### config.mk
export PLATFORM = sky130hd
export DESIGN_NAME = rtc_disp_mux
export DESIGN_NICKNAME = d
export VERILOG_FILES = /design/src/rtl/rtc_disp_pkg.sv /design/src/rtl/rtc_bcd_check.sv /design/src/rtl/rtc_disp_mux.sv
export SDC_FILE = /design/constraint.sdc
export NUM_CORES = 1
export LEC_CHECK = 0
export ABC_CLOCK_PERIOD_IN_PS = 5300
export CORE_MARGIN = 3
export CORE_UTILIZATION = 25
export DETAILED_ROUTE_END_ITERATION = 6
export PLACE_DENSITY_LB_ADDON = 0.3
export SYNTH_ARGS = -nofsm -noshare
export SYNTH_HDL_FRONTEND = slang
export SYNTH_SLANG_ARGS = --single-unit
### constraint.sdc
create_clock -name sys_clk -period 5.3 [get_ports sys_clk]
set_input_delay 0.795 -clock sys_clk [delete_from_list [all_inputs] [get_ports sys_clk]]
set_output_delay 0.795 -clock sys_clk [all_outputs]
set_load 0.03 [all_outputs]
### src/rtl/rtc_disp_pkg.sv
// -----------------------------------------------------------------------------
// rtc_disp_pkg
// Shared definitions for the RTC display page selector:
//   - page_e   : display page encoding (TIME / DATE)
//   - DOT_*    : decimal-point masks per page (bit 5 = leftmost digit)
//   - *_MIN/MAX: BCD calendar field bounds used by the range checker
//   - bcd_in_range(): inclusive range test on a packed-BCD byte
// -----------------------------------------------------------------------------
package rtc_disp_pkg;

  typedef enum logic {
    PAGE_TIME = 1'b0,
    PAGE_DATE = 1'b1
  } page_e;

  // Both pages light the dots after digits 2 and 4 (HH.MM.SS / YY.MO.DD).
  localparam logic [5:0] DOT_TIME = 6'b010100;
  localparam logic [5:0] DOT_DATE = 6'b010100;

  localparam logic [7:0] SEC_MAX  = 8'h59;
  localparam logic [7:0] HOUR_MAX = 8'h23;
  localparam logic [7:0] DAY_MIN  = 8'h01;
  localparam logic [7:0] DAY_MAX  = 8'h31;
  localparam logic [7:0] MON_MIN  = 8'h01;
  localparam logic [7:0] MON_MAX  = 8'h12;

  // Binary compare is order-preserving for packed BCD once both nibbles
  // are known to be decimal, so a plain magnitude compare is sufficient.
  function automatic logic bcd_in_range(input logic [7:0] val,
                                        input logic [7:0] lo,
                                        input logic [7:0] hi);
    return (val >= lo) && (val <= hi);
  endfunction

endpackage

### src/rtl/rtc_bcd_check.sv
// -----------------------------------------------------------------------------
// rtc_bcd_check
// Combinational legality check of one displayed 6-digit page.
// Ports:
//   page_data_i [23:0] : three packed-BCD fields, [23:16] leftmost
//   page_date_i        : 0 = TIME page (HH MI SS), 1 = DATE page (YY MO DD)
//   legal_o            : 1 when every nibble is decimal and every field is
//                        inside its calendar range
// -----------------------------------------------------------------------------
module rtc_bcd_check
  import rtc_disp_pkg::*;
(
  input  logic [23:0] page_data_i,
  input  logic        page_date_i,
  output logic        legal_o
);

  logic [5:0] nib_ok;
  logic [7:0] fld_hi;
  logic [7:0] fld_mid;
  logic [7:0] fld_lo;
  logic       range_ok;

  genvar gi;
  generate
    for (gi = 0; gi < 6; gi++) begin : g_nib
      assign nib_ok[gi] = (page_data_i[gi*4 +: 4] <= 4'd9);
    end
  endgenerate

  assign fld_hi  = page_data_i[23:16];
  assign fld_mid = page_data_i[15:8];
  assign fld_lo  = page_data_i[7:0];

  always_comb begin
    range_ok = 1'b0;
    if (page_date_i) begin
      // Year is unbounded beyond BCD legality; month and day exclude 00.
      range_ok = bcd_in_range(fld_mid, MON_MIN, MON_MAX) &&
                 bcd_in_range(fld_lo,  DAY_MIN, DAY_MAX);
    end else begin
      range_ok = (fld_hi  <= HOUR_MAX) &&
                 (fld_mid <= SEC_MAX)  &&
                 (fld_lo  <= SEC_MAX);
    end
  end

  assign legal_o = (&nib_ok) && range_ok;

endmodule

### src/rtl/rtc_disp_mux.sv
// -----------------------------------------------------------------------------
// rtc_disp_mux
// Display page selector between the PCF8563 controller and the seg driver.
// Captures the 48-bit BCD calendar word on each valid strobe and presents a
// 6-digit page (TIME = HH MI SS, DATE = YY MO DD). A key press toggles the
// page; the DATE page falls back to TIME after RETURN_TICKS half-second ticks.
//
// Optional feature macro: RTC_DISP_CHECK_EN
//   defined   : range-checks the displayed page, drives data_err and blinks
//               the whole display (blank_mask) while the page is illegal.
//   undefined : no checker; data_err and blank_mask are constant 0.
//
// Parameters:
//   HALF_SEC_MAX : terminal count of the half-second tick divider
//   RETURN_TICKS : ticks spent on DATE before auto-return to TIME
// Ports:
//   sys_clk, sys_rstn   : clock, asynchronous active-low reset
//   time_bcd [47:0]     : {YY,MO,DD,HH,MI,SS} packed BCD
//   time_vld            : one-cycle strobe qualifying time_bcd
//   key_flag            : one-cycle debounced key press
//   disp_data [23:0]    : digits to seg driver, [23:20] leftmost
//   dot_mask [5:0]      : decimal points, bit 5 leftmost, 1 = lit
//   blank_mask [5:0]    : 1 = digit dark
//   page                : 0 = TIME, 1 = DATE
//   data_err            : displayed page holds an illegal field
// All outputs are registered.
// -----------------------------------------------------------------------------
module rtc_disp_mux
  import rtc_disp_pkg::*;
#(
  parameter logic [24:0] HALF_SEC_MAX = 25'd24_999_999,
  parameter logic [4:0]  RETURN_TICKS = 5'd10
) (
  input  logic        sys_clk,
  input  logic        sys_rstn,
  input  logic [47:0] time_bcd,
  input  logic        time_vld,
  input  logic        key_flag,
  output logic [23:0] disp_data,
  output logic [5:0]  dot_mask,
  output logic [5:0]  blank_mask,
  output logic        page,
  output logic        data_err
);

  logic [47:0] shadow_q, shadow_d;
  logic [24:0] div_q, div_d;
  logic        tick;
  page_e       page_q, page_d;
  logic [4:0]  tmo_q, tmo_d;
  logic [23:0] disp_q, disp_d;
  logic [5:0]  dot_q, dot_d;
  logic [23:0] page_data;

  // ---------------------------------------------------------------------------
  // Shadow register and free-running half-second divider
  // ---------------------------------------------------------------------------
  assign shadow_d = time_vld ? time_bcd : shadow_q;
  assign tick     = (div_q == HALF_SEC_MAX);
  assign div_d    = tick ? '0 : div_q + 25'd1;

  // ---------------------------------------------------------------------------
  // Page FSM. A key press always wins over the timeout so a coincident key
  // and timeout produce exactly one DATE->TIME transition.
  // ---------------------------------------------------------------------------
  always_comb begin
    page_d = page_q;
    tmo_d  = tmo_q;
    case (page_q)
      PAGE_TIME: begin
        if (key_flag) begin
          page_d = PAGE_DATE;
          tmo_d  = '0;
        end
      end
      PAGE_DATE: begin
        if (key_flag) begin
          page_d = PAGE_TIME;
          tmo_d  = '0;
        end else if (tick) begin
          if (tmo_q + 5'd1 == RETURN_TICKS) begin
            page_d = PAGE_TIME;
            tmo_d  = '0;
          end else begin
            tmo_d = tmo_q + 5'd1;
          end
        end
      end
      default: begin
        page_d = PAGE_TIME;
        tmo_d  = '0;
      end
    endcase
  end

  // ---------------------------------------------------------------------------
  // Output mux: selects from the registered page, so a key press reaches the
  // data outputs one cycle after it reaches the page output.
  // ---------------------------------------------------------------------------
  assign page_data = (page_q == PAGE_DATE) ? shadow_q[47:24] : shadow_q[23:0];
  assign disp_d    = page_data;
  assign dot_d     = (page_q == PAGE_DATE) ? DOT_DATE : DOT_TIME;

  always_ff @(posedge sys_clk or negedge sys_rstn) begin
    if (!sys_rstn) begin
      shadow_q <= '0;
      div_q    <= '0;
      page_q   <= PAGE_TIME;
      tmo_q    <= '0;
      disp_q   <= '0;
      dot_q    <= '0;
    end else begin
      shadow_q <= shadow_d;
      div_q    <= div_d;
      page_q   <= page_d;
      tmo_q    <= tmo_d;
      disp_q   <= disp_d;
      dot_q    <= dot_d;
    end
  end

  assign disp_data = disp_q;
  assign dot_mask  = dot_q;
  assign page      = page_q;

`ifdef RTC_DISP_CHECK_EN
  // ---------------------------------------------------------------------------
  // Range check and blink. The error flag is registered alongside disp_data
  // so it always describes the digits currently shown. blank is derived from
  // the next-state error and blink values so the registered blank_mask
  // agrees with the registered data_err and blink phase in the same cycle.
  // ---------------------------------------------------------------------------
  logic       page_legal;
  logic       err_q, err_d;
  logic       blink_q, blink_d;
  logic [5:0] blank_q, blank_d;

  rtc_bcd_check u_check (
    .page_data_i (page_data),
    .page_date_i (page_q == PAGE_DATE),
    .legal_o     (page_legal)
  );

  assign err_d   = ~page_legal;
  assign blink_d = tick ? ~blink_q : blink_q;
  assign blank_d = (err_d && blink_d) ? 6'h3F : 6'h00;

  always_ff @(posedge sys_clk or negedge sys_rstn) begin
    if (!sys_rstn) begin
      err_q   <= 1'b0;
      blink_q <= 1'b0;
      blank_q <= '0;
    end else begin
      err_q   <= err_d;
      blink_q <= blink_d;
      blank_q <= blank_d;
    end
  end

  assign data_err   = err_q;
  assign blank_mask = blank_q;
`else
  assign data_err   = 1'b0;
  assign blank_mask = 6'h00;
`endif

endmodule

Word level (Yosys, flattened, before mapping)
Cells that the tools add are included.
Word-level totals
  bits of input ports: 52
  output and inout port bits: 38
  register bits: 104
Operators by class
  bitwise operators: 1
  $add $sub $neg: 2
  reduce and logical (&&, ||, !) cells: 1
  equal/unequal tests: 4
  multiplexer cells: 12
Operator list (number)
  $add A25 B1 Y25 const B: 1
  $eq A25 B25 Y1 const B: 1
  $mux W25: 1
  $mux W24: 1
  $mux W5: 4
  $pmux W5 S2: 1
  $add A5 B1 Y5 const B: 1
  $eq A5 B4 Y1 const B: 1
  $mux W1: 4
  $ne A3 B3 Y1 const B: 1
  $ne A2 B2 Y1 const B: 1
  $pmux W1 S2: 1
  $reduce_and A2 Y1: 1
  $not A1 Y1: 1

Depth between registers and ports, before layout
Gate-level depths: netlist of the first run.
  depth in word-level cells: 6
  depth in mapped cells: 7
  mapped depth without buffers: 6

Worst setup path before layout of the first run
OpenSTA, ideal clock, no wires.
  path type: in2reg
  start: input time_vld
  end: register shadow_q[27]
  setup time: 0.125 ns
  data required time: 5.175 ns
  buffers on the path: 2
  data arrival time: 1.693 ns
  stages on the path: 3
  path slack: 3.483 ns
  cell sequence: buf_2 -> buf_1 -> mux2_2
RTL lines
  from (decl): line rtc_disp_mux.sv:37  | input logic time_vld,
  to (signal assigned): line rtc_disp_mux.sv:113  | shadow_q <= shadow_d;
  to (decl): line rtc_disp_mux.sv:46  | logic [47:0] shadow_q, shadow_d;
No word-level cell between the ends.

Final worst setup path of the first run
  start: register div_q[0]
  end: register div_q[12]
On the way
  word-level cells in the longest chain between the ends: 2
Ends and longest elaborated chain
  from (decl): line rtc_disp_mux.sv:47  | logic [24:0] div_q, div_d;
  from (signal assigned): line rtc_disp_mux.sv:114  | div_q <= div_d;
  $add A25 B1 Y25 or $eq A25 B25 Y1 (tied branches): line rtc_disp_mux.sv:60, rtc_disp_mux.sv:59
  $mux W25 (*): line rtc_disp_mux.sv:60  | assign div_d = tick ? '0 : div_q + 25'd1;
  net div_d[12]: line rtc_disp_mux.sv:47
Mark *: on every way through the listed nets, which the timed path passes. The rest lies on a longest branch.
A chain may end at the register's enable or synchronous reset.

==> results of run 1 <==
## flip-flops by register name (all words and copies together), names as in the netlist
register and flops:
shadow_q 48, div_q 25, page 1, tmo_q 5, dot_mask 1, disp_data 24
## per-layer routing
| layer | wire (um) | global-route usage [%] |
|---|---|---|
| met1 | 4090 | 12.5 |
| met2 | 4460 | 15.5 |
| met3 | 422 | 2.75 |
| met4 | 190 | 4.43 |
| met5 | 0 | 0 |
## final cells by class
cell class | instances | area share [%]
Sequential cell | 104 | 45.6
Multi-Input combinational cell | 210 | 30.1
Timing Repair Buffer | 80 | 13.8
Tap cell | 225 | 4.94
Clock buffer | 9 | 3.95
Clock inverter | 7 | 1.25
Inverter | 4 | 0.263
## placed cells by master, fill, tap and decap left out, types with 4 or more instances in the layout
master,instances
xor2_1,7
clkdlybuf4s50_1,76
o31ai_1,5
nor4_1,5
nor2_1,15
a21oi_1,6
nand4_1,6
nand2_1,10
nand3_1,12
dfrtp_1,104
clkbuf_16,9
nor2b_1,4
or4_1,4
o21ai_0,6
mux2_2,74
inv_1,4
conb_1,12
nor3_1,4
xnor2_1,11
## power groups by stage
| stage | sequential [uW] | combinational, uW | clock, uW |
|---|---|---|---|
| 6_report | 890 | 309 | 667 |
| 5_1_grt | 900 | 330 | 728 |
| 4_1_cts | 892 | 317 | 694 |
| 3_5_place_dp | 907 | 315 | 0 |
| 3_3_place_gp | 905 | 312 | 0 |
| 2_1_floorplan | 967 | 109 | 0 |
## per-stage QoR
step	instance area [sq um]	util, %
2_1_floorplan	4490	-
3_3_place_gp	5410	31.1
3_5_place_dp	5410	31.1
4_1_cts	5700	32.9
5_1_grt	5700	32.9
6_report	5700	32.9
## final timing paths
check | from | end | slack, ns | cells after the start
max | div_q[0] | div_q[12] | 3.10 | 5
min | div_q[24] | div_q[24] | 0.47 | 1
max reg2reg | div_q[0] | div_q[12] | 3.10 | 5
min reg2reg | div_q[24] | div_q[24] | 0.47 | 1
max in group asynchronous | sys_rstn | shadow_q[35] | 3.72 | 2
min in group asynchronous | sys_rstn | disp_data[1] | 0.57 | 1
## worst reg2reg max path, delay by kind of cell, from the launching register on
kind,cells,cell delay [ns]
AND/OR/NAND/NOR,4,1.43
flip-flops,1,0.41
adder cells (fa/ha/maj),1,0.22
## cell families (layout without fill, tap and decap cells)
group	after synthesis	count (layout)
AOI/OAI and AO/OA	20	20
xor gates and xnor gates	18	18
adders and majority gates	3	3
buffers and inverters	29	100
DFF	104	104
muxes	77	77
other	2	12
and+or+nand+nor	80	80
==> results.md, run 1 <==
- Status: finished, final reports clean
- Max Cap Viol: 0
- Slew Viols, Final: 0
- Synth Area in Compound Gates: 2.92%
- Worst slew pin tran: 1.17 ns
- Simple-gate share of the synthesized area: 10.9%
- Ports: 90
- CP cell instances: ha_1 -> and3_1 -> nand4b_2 -> nor2_1 -> nor2_1
- Routed len/inst: 14.3 um
- Critical path arrival: 2.40 ns
- CP most frequent cell: nor2_1
- CTS root buf: clkbuf_16
- Crit-path slowest cell: nor2_1
- Most frequent cell after synthesis: dfrtp_1
- XOR/XNOR share of the synthesized area: 3.54%
- Yosys reg bits: 104
- Ranking of synthesized cells by area: dfrtp_1 (58%), mux2_2 (19%), buf_4 (2.4%)
- Crit. End Element: register
- CTS Hold Bufs: 0
- Yosys top cell area share: 58.4%
- Final setup fails: 0
- Post-synthesis adder-cell area fraction: 0.842%
- CP Class: register to register
- Crit path required time: 5.50 ns
- Global-route wire length before repair: 15300 um
- Slowest cell delay on critical path: 0.73 ns
- Port Buffer Count: 78
- Clk Latency, worst-skew pair: 0.35 ns
- Die width: 140 um
- Switching share of power: 25.9%
- Largest area contributor in the netlist: dfrtp_1
- Vias in the first global route: 3009
- Reg power frac: 47.7%
- Setup ws final: 3.10 ns
- Critical path peak fanout: 13
- Pre-Repair DR Iteration Count: 6
- Post-synth design cell area: 4460 sq um
- Peak Freq: 455 MHz
- All-Layer GR Usage: 9.80%
- Initial antenna violation count: 0
- Final WL: 9160 um
- Post-synth EDFFs: 0
- N_diodes: 0
- Comb power frac: 16.6%
- Skew final: 0.00501 ns
- CTS Buffer Depth: 2
- Area delta synth->final: 28.0%
- DR vias/cell: 4.44
- Die area: 19500 sq um
- Row cnt: 48
- Final Power: 1870 uW
- TritonCTS clock tree: yes
- Delay-heaviest family, CP: simple AND/OR/NAND/NOR gates
- FF/Latch Area: 2600 sq um
- Post CTS Setup Buffer Count: 0
- Library cells used by synthesis: 44
- Yosys warning count: 0
- Post-cts sizing count: 0
- CTS buffer count: 9
- Synthesized instance count: 333
- Placeable Area: 17400 sq um
- Crit start category: register
- Min Tclk post-route: 2.20 ns
- Worst hold margin: 0.469 ns
- Gpl congestion: 0.738
- Clock Sinks: 104
- Fin. Hold Viols: 0
- Int Pwr: 1380 uW
- Leak pwr: 0.00234 uW
- GRT overflow: 0
- Most used DFF post-synth: dfrtp_1
- Htree depth: 3
- Worst min path class: register to register
- Filler cells: 1707
- Area of the multi-input gates: 1720 sq um
- Share of layout cells above drive strength 1: 24.4%
- Net Switching: 484 uW
- Clock Power Share: 35.7%
- ANT nets after route: 0
- RSZ-0062 raised after global routing: no
- Routed vias: 2834
- Mux share of post-synthesis cell area: 19.4%
- Clk slew on worst S/H paths: 0.07 ns
- Final setup TNS: 0 ns
- Layout Nets: 464
- Initial core utilization: 25.7%
- # placed instances: 623
- Layout Cells excl Fill: 639
- Max VDD drop: 0.000145 V
- Largest net degree at the start of global routing: 71
- Synth Area per Inst: 13.4 sq um
- Fin crit share: 41.5%
- DRC: 0
- Power density cells: 327 nW/um^2
- Largest family of logic cells by synthesized area: multiplexers
- Post-synth top cells: dfrtp_1 (104), mux2_2 (74), nor2_1 (15), buf_4 (14), nand3_1 (12)
- Pre-CTS setup slack: 3.04 ns
- Initial drt markers: 66
- Register area share after synthesis: 58.4%
- Asr flop ratio synth: 100%
- Worst rel slew slack: 21.8%
- Die height: 140 um
- Placed wire-length estimate: 6160 um
- CP Buf/Inv Count: 0
Power figures use the tool's default switching activity.
==> run 2, diff against run 1 <==
- ABC_CLOCK_PERIOD_IN_PS: 5300 -> 2000
- clock period: 5.3 -> 2 ns (I/O delays scaled with it)
==> run 2 against run 1 <==
Critical path depth did not move. Clock skew grew 0.00088 ns. Total power rose to 2.7 times the previous value. Non-clock buffer count is 10 higher. Sequential cell count did not move. Design area is 2.6% higher. Register-to-register slack got worse by 2.9 ns. Worst hold slack better by 0.0057 ns. Wire length up 2.9%. Via count is 0.67% higher. Largest power group unchanged. Sequential power rose to 2.7 times the previous value. Global-route usage rose by 0.55 points.
==> results.md, run 2 (synthesized netlist as in run 1, its figures left out) <==
- CP Class: register to register
- Worst Setup SP: div_q[0]
- Die height: 140 um
- Leak pwr: 0.00241 uW
- Pre-Repair DR Iteration Count: 4
- DRC: 0
- Final Power: 5100 uW
- Row cnt: 48
- DR vias/cell: 4.40
- Slew Viols, Final: 0
- Fin. Hold Viols: 0
- Final WL: 9420 um
- Reg power frac: 46.3%
- Initial drt markers: 126
- Clk Latency, worst-skew pair: 0.35 ns
- Clock Sinks: 104
- GRT overflow: 0
- FF-to-FF Start: div_q[0]
- Initial core utilization: 25.7%
- Comb power frac: 16.4%
- Net Switching: 1260 uW
- Crit. End Element: register
- Max Cap Viol: 0
- Status: finished, final reports clean
- Max VDD drop: 0.000495 V
- Layout Nets: 474
- Critical path arrival: 2.07 ns
- Port Buffer Count: 78
- Power density cells: 872 nW/um^2
- Area delta synth->final: 31.3%
- Clk slew on worst S/H paths: 0.07 ns
- Clock Power Share: 37.3%
- All-Layer GR Usage: 10.3%
- Critical path peak fanout: 9
- ANT nets after route: 0
- Final setup TNS: 0 ns
- Most common cell after layout, fill and taps aside: dfrtp_1
- CTS root buf: clkbuf_16
- Crit path required time: 2.23 ns
- N_diodes: 0
- Int Pwr: 3840 uW
- Ports: 90
- Worst rel slew slack: 66.0%
- Largest Register: shadow_q
- CP Buf/Inv Count: 0
- Largest net degree at the start of global routing: 49
- Die area: 19500 sq um
- Die width: 140 um
- Most frequent cells in the layout: dfrtp_1 (104), clkdlybuf4s50_1 (75), mux2_2 (74), nor2_1 (15)
- Filler cells: 1708
- CTS Buffer Depth: 2
- Placed wire-length estimate: 6690 um
- Share of layout cells above drive strength 1: 26.4%
- CP cell instances: ha_1 -> and3_1 -> nand4b_2 -> nor3_1 -> mux2_2
- Delay-heaviest family, CP: simple AND/OR/NAND/NOR gates
- Min Tclk post-route: 1.84 ns
- Worst min path class: input port to async pin
- Htree depth: 3
- Routed vias: 2853
- Crit start category: register
- Global-route wire length before repair: 15900 um
- Gpl congestion: 0.803
- Routed len/inst: 14.5 um
- Vias in the first global route: 3082
- Slowest cell delay on critical path: 0.40 ns
- Final setup fails: 0
- Placeable Area: 17400 sq um
- Peak Freq: 544 MHz
- Switching share of power: 24.7%
- Initial antenna violation count: 0
- Crit-path slowest cell: dfrtp_1
- Largest register FFs: 48
- Skew final: 0.00589 ns
- Worst slew pin tran: 0.510 ns
- RSZ-0062 raised after global routing: no
- Fin crit share: 92.0%
- CTS buffer count: 9
- TritonCTS clock tree: yes
-- run 2: metrics by stage --
| stage | area (sq um) | utilization (%) | setup WS, ns | instances | hold slack, ns |
|---|---|---|---|---|---|
| after floorplan | 4490 | - | 0.268 | 343 | 0.00441 |
| after global placement | 5500 | 31.7 | 0.210 | 631 | 0.302 |
| after detailed placement | 5500 | 31.7 | 0.154 | 631 | 0.309 |
| after CTS | 5830 | 33.6 | 0.133 | 648 | 0.484 |
| after global routing | 5850 | 33.7 | 0.0000338 | 649 | 0.497 |
| final | 5850 | 33.7 | 0.160 | 649 | 0.475 |
-- run 2: timing repair --
item | in CTS | in global routing
endpoints found under the setup margin | 0 | 3
gates resized for setup | 0 | 2
hold endpoints to repair | 33 | 0
buffers inserted | 0 | 1
hold buffers | 1 | 0
-- run 2: power by group through the flow --
stage / logic, uW / clock network, uW / registers [uW]
4_1_cts: 860 / 1980 / 2360
6_report: 839 / 1900 / 2360
5_1_grt: 897 / 2060 / 2380
3_3_place_gp: 842 / 0 / 2400
2_1_floorplan: 289 / 0 / 2560
3_5_place_dp: 855 / 0 / 2400
-- run 2: path summary, 6_finish.rpt --
kind	endpoint	slack (ns)	depth (start not counted)
worst min register to register	div_q[24]	0.49	1
max in group asynchronous	div_q[8]	0.95	3
worst max register to register	tmo_q[2]	0.16	5
min in group sys_clk	div_q[24]	0.49	1
worst max-delay path	tmo_q[2]	0.16	5
worst min-delay path	disp_data[1]	0.47	2
-- run 2: area by class of cell --
cell class	count	area, sq um	area share [%]
Inverter	4	15.0	0.257
Timing Repair Buffer	90	901	15.4
Multi-Input combinational cell	210	1730	29.5
Sequential cell	104	2600	44.5
Clock buffer	11	243	4.15
Clock inverter	5	80.1	1.37
Tap cell	225	282	4.81
-- run 2: layer usage --
metal / part of all wire, % / wire (um) / global-route usage (%)
met5: 0 / 0 / 0
met4: 2.6 / 247 / 5.30
met3: 4.2 / 397 / 2.65
met2: 49 / 4580 / 16.2
met1: 45 / 4200 / 13.3
==> run 3, diff against run 2 <==
- SLEW_MARGIN: not set -> 20
==> results of run 3 <==
The final DEF is identical to that of run 2; final timing and power are the same.
